<file path="config.mk">
export PLATFORM = sky130hd
export DESIGN_NAME = syncfifo_write_arbiter
export DESIGN_NICKNAME = d
export VERILOG_FILES = /design/src/rtl/syncfifo_arb_pkg.sv /design/src/rtl/rr_priority_select.sv /design/src/rtl/syncfifo_write_arbiter.sv
export SDC_FILE = /design/constraint.sdc
export NUM_CORES = 1
export LEC_CHECK = 0
export BUFFER_PORTS_ARGS = -buffer_cell sky130_fd_sc_hd__buf_2
export CAP_MARGIN = 10
export CELL_PAD_IN_SITES_DETAIL_PLACEMENT = 1
export CELL_PAD_IN_SITES_GLOBAL_PLACEMENT = 2
export CORE_MARGIN = 2
export CORE_UTILIZATION = 17
export CTS_BUF_LIST = sky130_fd_sc_hd__clkbuf_8
export DETAILED_ROUTE_END_ITERATION = 10
export PLACE_DENSITY_LB_ADDON = 0.1
export REMOVE_ABC_BUFFERS = 1
export SYNTH_ARGS = -nofsm -noshare
export SYNTH_HDL_FRONTEND = slang
export SYNTH_HIERARCHICAL = 1
export SYNTH_SLANG_ARGS = --single-unit
</file>
<file path="constraint.sdc">
create_clock -name clk -period 5.95 [get_ports clk]
set_input_delay 0.2975 -clock clk [delete_from_list [all_inputs] [get_ports clk]]
set_output_delay 0.2975 -clock clk [all_outputs]
set_load 0.02 [all_outputs]
</file>
<file path="src/rtl/syncfifo_arb_pkg.sv">
// Shared types and helpers for the synchronous-FIFO write arbiter.
//   arb_state_e : arbiter state (IDLE re-arbitrates, BURST holds the owner)
//   rr_next     : round-robin wrap-increment of a requester index
package syncfifo_arb_pkg;

  typedef enum logic {
    ARB_IDLE  = 1'b0,
    ARB_BURST = 1'b1
  } arb_state_e;

  function automatic int rr_next(input int idx, input int nreq);
    return (idx == nreq - 1) ? 0 : idx + 1;
  endfunction

endpackage

</file>
<file path="src/rtl/rr_priority_select.sv">
// Combinational round-robin selector.
// Finds the first set bit of req, searching upward from prio and wrapping
// from NREQ-1 back to 0.
//   req     : request vector
//   prio    : index where the search starts
//   gnt     : one-hot grant (all zero when req is zero)
//   gnt_idx : binary index of the granted bit (0 when nothing is granted)
module rr_priority_select #(
  parameter int NREQ = 4,
  parameter int IW   = $clog2(NREQ)
) (
  input  logic [NREQ-1:0] req,
  input  logic [IW-1:0]   prio,
  output logic [NREQ-1:0] gnt,
  output logic [IW-1:0]   gnt_idx
);

  logic [NREQ-1:0]   msk;
  logic [2*NREQ-1:0] dbl;
  logic              found;

  // The low half holds only the requests at or above prio and the high half
  // holds every request. A plain lowest-bit search over the double-width
  // vector therefore visits prio..NREQ-1 first and then wraps to 0..prio-1.
  always_comb begin
    for (int i = 0; i < NREQ; i++) msk[i] = req[i] && (i >= int'(prio));
    dbl = {req, msk};
  end

  always_comb begin
    found   = 1'b0;
    gnt_idx = '0;
    for (int k = 0; k < 2*NREQ; k++) begin
      if (!found && dbl[k]) begin
        found   = 1'b1;
        gnt_idx = IW'(k % NREQ);
      end
    end
    for (int j = 0; j < NREQ; j++) gnt[j] = found && (int'(gnt_idx) == j);
  end

endmodule

</file>
<file path="src/rtl/syncfifo_write_arbiter.sv">
// Round-robin arbiter that shares one synchronous FIFO write port among NREQ
// producers. At most one word is transferred per cycle, and every producer
// stalls while the FIFO is full.
// Optional burst lock (macro SYNCFIFO_ARB_BURST_LOCK_EN): once a producer is
// granted, it keeps the port until it writes a word with req_last set.
// Ports:
//   clk, rst        : clock; synchronous active-low reset
//   req_val/req_rdy : per-producer handshake (req_rdy is one-hot or zero)
//   req_msg         : packed words, producer i at [i*DW +: DW]
//   req_last        : last word of a packet (used only with the burst lock)
//   fifo_full       : FIFO full flag
//   fifo_wen        : FIFO write enable
//   fifo_wdata      : FIFO write data (0 when there is no write)
//   owner           : index of the current or last granted producer
//   locked          : burst lock held
module syncfifo_write_arbiter
  import syncfifo_arb_pkg::*;
#(
  parameter int NREQ = 4,
  parameter int DW   = 32,
  parameter int IW   = $clog2(NREQ)
) (
  input  logic               clk,
  input  logic               rst,
  input  logic [NREQ-1:0]    req_val,
  input  logic [NREQ*DW-1:0] req_msg,
  input  logic [NREQ-1:0]    req_last,
  output logic [NREQ-1:0]    req_rdy,
  input  logic               fifo_full,
  output logic               fifo_wen,
  output logic [DW-1:0]      fifo_wdata,
  output logic [IW-1:0]      owner,
  output logic               locked
);

  logic [IW-1:0]   prio_q;
  logic [IW-1:0]   owner_q;
  logic [NREQ-1:0] sel_gnt;
  logic [IW-1:0]   sel_idx;
  logic [IW-1:0]   grant_idx;
  logic            xfer;

  rr_priority_select #(.NREQ(NREQ), .IW(IW)) u_sel (
    .req     (req_val),
    .prio    (prio_q),
    .gnt     (sel_gnt),
    .gnt_idx (sel_idx)
  );

`ifdef SYNCFIFO_ARB_BURST_LOCK_EN
  arb_state_e state_q, state_d;

  // In BURST the ready is driven from the owner and fifo_full alone. It does
  // not look at req_val, so a producer can drop valid and still keep the port.
  always_comb begin
    req_rdy   = '0;
    grant_idx = sel_idx;
    if (state_q == ARB_BURST) begin
      grant_idx = owner_q;
      if (!fifo_full) req_rdy[owner_q] = 1'b1;
    end else if (!fifo_full) begin
      req_rdy = sel_gnt;
    end
  end

  always_comb begin
    state_d = state_q;
    if (xfer) begin
      case (state_q)
        ARB_IDLE:  if (!req_last[grant_idx]) state_d = ARB_BURST;
        ARB_BURST: if (req_last[owner_q])    state_d = ARB_IDLE;
        default:   state_d = ARB_IDLE;
      endcase
    end
  end

  always_ff @(posedge clk) begin
    if (!rst) state_q <= ARB_IDLE;
    else      state_q <= state_d;
  end

  assign locked = (state_q == ARB_BURST);
`else
  logic unused_last;
  assign unused_last = ^req_last;

  always_comb begin
    req_rdy   = '0;
    grant_idx = sel_idx;
    if (!fifo_full) req_rdy = sel_gnt;
  end

  assign locked = 1'b0;
`endif

  assign xfer       = |(req_val & req_rdy);
  assign fifo_wen   = xfer;
  assign fifo_wdata = xfer ? req_msg[grant_idx*DW +: DW] : '0;
  assign owner      = owner_q;

  // Within a burst grant_idx equals the owner, so the same update also gives
  // prio = owner+1 when the packet ends.
  always_ff @(posedge clk) begin
    if (!rst) begin
      prio_q  <= '0;
      owner_q <= '0;
    end else if (xfer) begin
      prio_q  <= IW'(rr_next(int'(grant_idx), NREQ));
      owner_q <= grant_idx;
    end
  end

endmodule

</file>
==> results.txt <==
----------------------------------------------------
[Status]
  Status ... completed

[Route]
  Remaining number of nets flagged by the antenna check after routing ... 0
  DRC Markers ... 0
  Number of vias after detailed routing ... 1819
  Via count normalized by instance count ... 4.536
  Number of iterations in the first detailed-routing pass ... 4
  Number of violations reported at the end of detailed-routing iteration 0 ... 11
  Total Wirelength ... 6966 um
  Wire per inst ... 17.37 um

[Synthesis]
  Number of flip-flops and latches in the synthesized netlist ... 4
  Cell type with the largest total area after synthesis ... sky130_fd_sc_hd__mux4_2
  Number of synthesis warnings ... 6
  Cells after synthesis ... 134
  Unique masters post-synth ... 29
  Mapped Area ... 1446 sq um
  Fraction of synthesized cell area taken by the top area cell type ... 0.4360
  Share of the yosys chip area belonging to registers ... 0.05536
  Post-synthesis average cell area ... 10.79 sq um
  Top area cells in the synthesized netlist ... sky130_fd_sc_hd__mux4_2, sky130_fd_sc_hd__and2_1, sky130_fd_sc_hd__mux4_1

[Setup path]
  R2R depth ... 7
  R2r setup slk ... 3580 ps
  Category of the critical setup timing path ... flip-flop to output port
  Critical Path End Type ... output port
  Highest cell delay on the worst timing path ... 650 ps
  RR Startpoint ... prio_q[1]$_SDFFE_PN0P_
  Critical path required time ... 5650 ps
  RR Endpoint ... prio_q[1]$_SDFFE_PN0P_
  Crit Path Max Fanout ... 35
  Cell with the largest stage delay on the worst path ... sky130_fd_sc_hd__mux4_1
  Arrival time reported for the critical path endpoint ... 2980 ps
  Startpoint type of the worst setup path ... flip-flop
  Crit path cell chain ... mux2i_1 -> nor2_1 -> a311oi_4 -> buf_4 -> mux4_1 -> and2_1 -> buf_2

[Floorplanning]
  Placeable core region ... 8217 sq um
  DIE AREA ... 9262 sq um
  Ports placed on the boundary ... 179
  Std-Cell Rows ... 33
  Starting Density ... 0.1760
  Vertical extent of the die ... 96.24 um
  Die width ... 96.24 um

[Finish]
  Fraction of final layout cells sized beyond drive strength 1 ... 0.7153
  Layout Area Growth over Synthesis ... 66.44%
  Non-Filler Instances ... 401
  Summed area of non-filler cells in the final layout ... 2407 sq um
  Utilization after layout ... 0.2930
  Highest-count cells in the layout ignoring fill and taps ... sky130_fd_sc_hd__buf_2, sky130_fd_sc_hd__and2_1, sky130_fd_sc_hd__mux4_2, sky130_fd_sc_hd__nand2_1
  Leading cell type in the layout, fill and taps excluded ... sky130_fd_sc_hd__buf_2
  Nets ... 437
  FILL cells ... 1014

[Hold path]
  Min-Delay Path Depth ... 3
  Hold path start ... rst
  Path category of the worst min-delay check ... primary input to flip-flop
  Hold path endpoint ... prio_q[0]$_SDFFE_PN0P_

[Clock tree]
  Max H-tree Level ... 1
  Clock tree buffer depth ... 2
  Number of buffers created by CTS ... 3
  Clock insertion delay at the later pin of the skew report ... 220 ps
  Buffers inserted during post-CTS setup optimization ... 0
  Post-cts resize count ... 0
  Hold-fix buffers at CTS ... 0
  Number of clock sinks seen by CTS ... 4
  Register clock-pin slew on the reported worst setup and hold paths ... 30 ps
  CTS tree ... yes
  Root cell of the clock tree ... sky130_fd_sc_hd__clkbuf_8

[STA]
  Peak clock frequency supported by timing ... 0.3052 GHz
  Part of the cycle the worst path needs ... 0.5507
  Worst Max-Slew Pin Slew ... 895.9 ps
  Worst Setup Slack, final ... 2674 ps
  Headroom to the max-slew limit ... 0.4014
  Accumulated negative setup slack ... 0 ps
  Total of endpoints with negative setup slack in the final report ... 0
  Hold Worst Slack ... 395.6 ps
  Setup repair after global routing missed its margin ... false
  Max-slew violation count ... 0
  Final Hold Viols ... 0
  Minimum clock period after layout ... 3276 ps
  Max Clock Skew ... 1.356 ps

[Global route]
  First-pass GRT wire length ... 10630 um
  Maximum number of pins on one net before global-route repair ... 38
  Antenna violations before repair ... 1
  Combined global-route utilization of all metal layers ... 0.1531
  Total grt overflow ... 0
  Vias in the first global route ... 2031

[Placed design]
  Post-DP HPWL ... 5870 um
  Worst setup slack before clock tree synthesis ... 2834 ps
  Area after DPL ... 2364 sq um
  Last weighted congestion value of the routability-driven placer ... 0.7189
  Buffers on Ports ... 173
  Total instance count after detailed placement ... 397

[Pwr]
  VDD IR max ... 0.04040 mV
  Power density relative to cell area ... 137.7 nW/um^2
  Leakage power summed over all cells ... 1.216 nW
  Overall Power ... 0.3315 mW

[Run]
  Max Cap Violations ... 0

----------------------------------------------------
-- power breakdown --
| part | internal, mW | switching, mW | leakage (nW) |
|---|---|---|---|
| logic | 0.128 | 0.111 | 1.16 |
| clock network | 0.0432 | 0.0152 | 0.0216 |
| registers | 0.0292 | 0.00435 | 0.0326 |
| total | 0.201 | 0.131 | 1.22 |
-- layout make-up --
cell class / instances / area, sq um / share of cell area
sequential: 4 / 80.08 / 0.03326
timing repair buffer: 175 / 880.8 / 0.3659
multi-input combinational: 110 / 1260 / 0.5234
clock buffer: 3 / 41.29 / 0.01715
inverter: 3 / 11.26 / 0.004678
antenna: 1 / 2.502 / 0.001040
tap: 105 / 131.4 / 0.05457
-- cells in the mapped netlist (all sizes together) --
master	count
and2	33
mux4	32
buf	10
nand2	8
clkbuf	7
a21oi	6
mux2i	5
nor2	5
dfxtp	4
nor2b	4
inv	3
o21ai	3
a22oi	2
o221a	2
a21boi	1
a22o	1
a311oi	1
and2b	1
conb	1
ha	1
nand2b	1
o21bai	1
o2bb2a	1
o2bb2ai	1
-- critical path, delay by kind of cell (launching register included) --
family                 cells  cell delay (ps)
DFF                        1              610
and+or+nand+nor            2              250
muxes                      2              900
AOI/OAI and AO/OA          1              250
buffers and inverters      2              710
-- how the worst max path moves through the flow --
stage                           start             to  depth (start not counted)
2_1_floorplan  prio_q[1]$_SDFFE_PN0P_  fifo_wdata[0]                          5
3_3_place_gp   prio_q[1]$_SDFFE_PN0P_  fifo_wdata[0]                          7
3_5_place_dp   prio_q[1]$_SDFFE_PN0P_  fifo_wdata[0]                          7
4_1_cts        prio_q[1]$_SDFFE_PN0P_  fifo_wdata[0]                          7
5_1_grt        prio_q[1]$_SDFFE_PN0P_  fifo_wdata[0]                          7
6_report       prio_q[1]$_SDFFE_PN0P_  fifo_wdata[0]                          7
-- layer usage --
layer,GRT usage,part of all wire,vias to the layer above
met5,0,0,-
met4,0.02976,0.011,0
met3,0.04777,0.099,6
met2,0.3067,0.54,99
met1,0.1523,0.34,874
li1,-,-,840
-- state kept, by name, summed over array words and instances, names as in the netlist --
register  flops
prio_q        2
owner         2
-- kinds of logic (layout without fill, tap and decap cells) --
family	after synthesis	in the layout	synth area share
AO/OA/AOI/OAI	19	19	0.1003
adder cells (fa/ha/maj)	1	1	0.008649
buffers and inverters	20	181	0.08564
flip-flops	4	4	0.05537
multiplexers	37	37	0.5433
other	1	2	0.002593
AND/OR/NAND/NOR	52	52	0.2042
(Power assumes the default switching activity.)
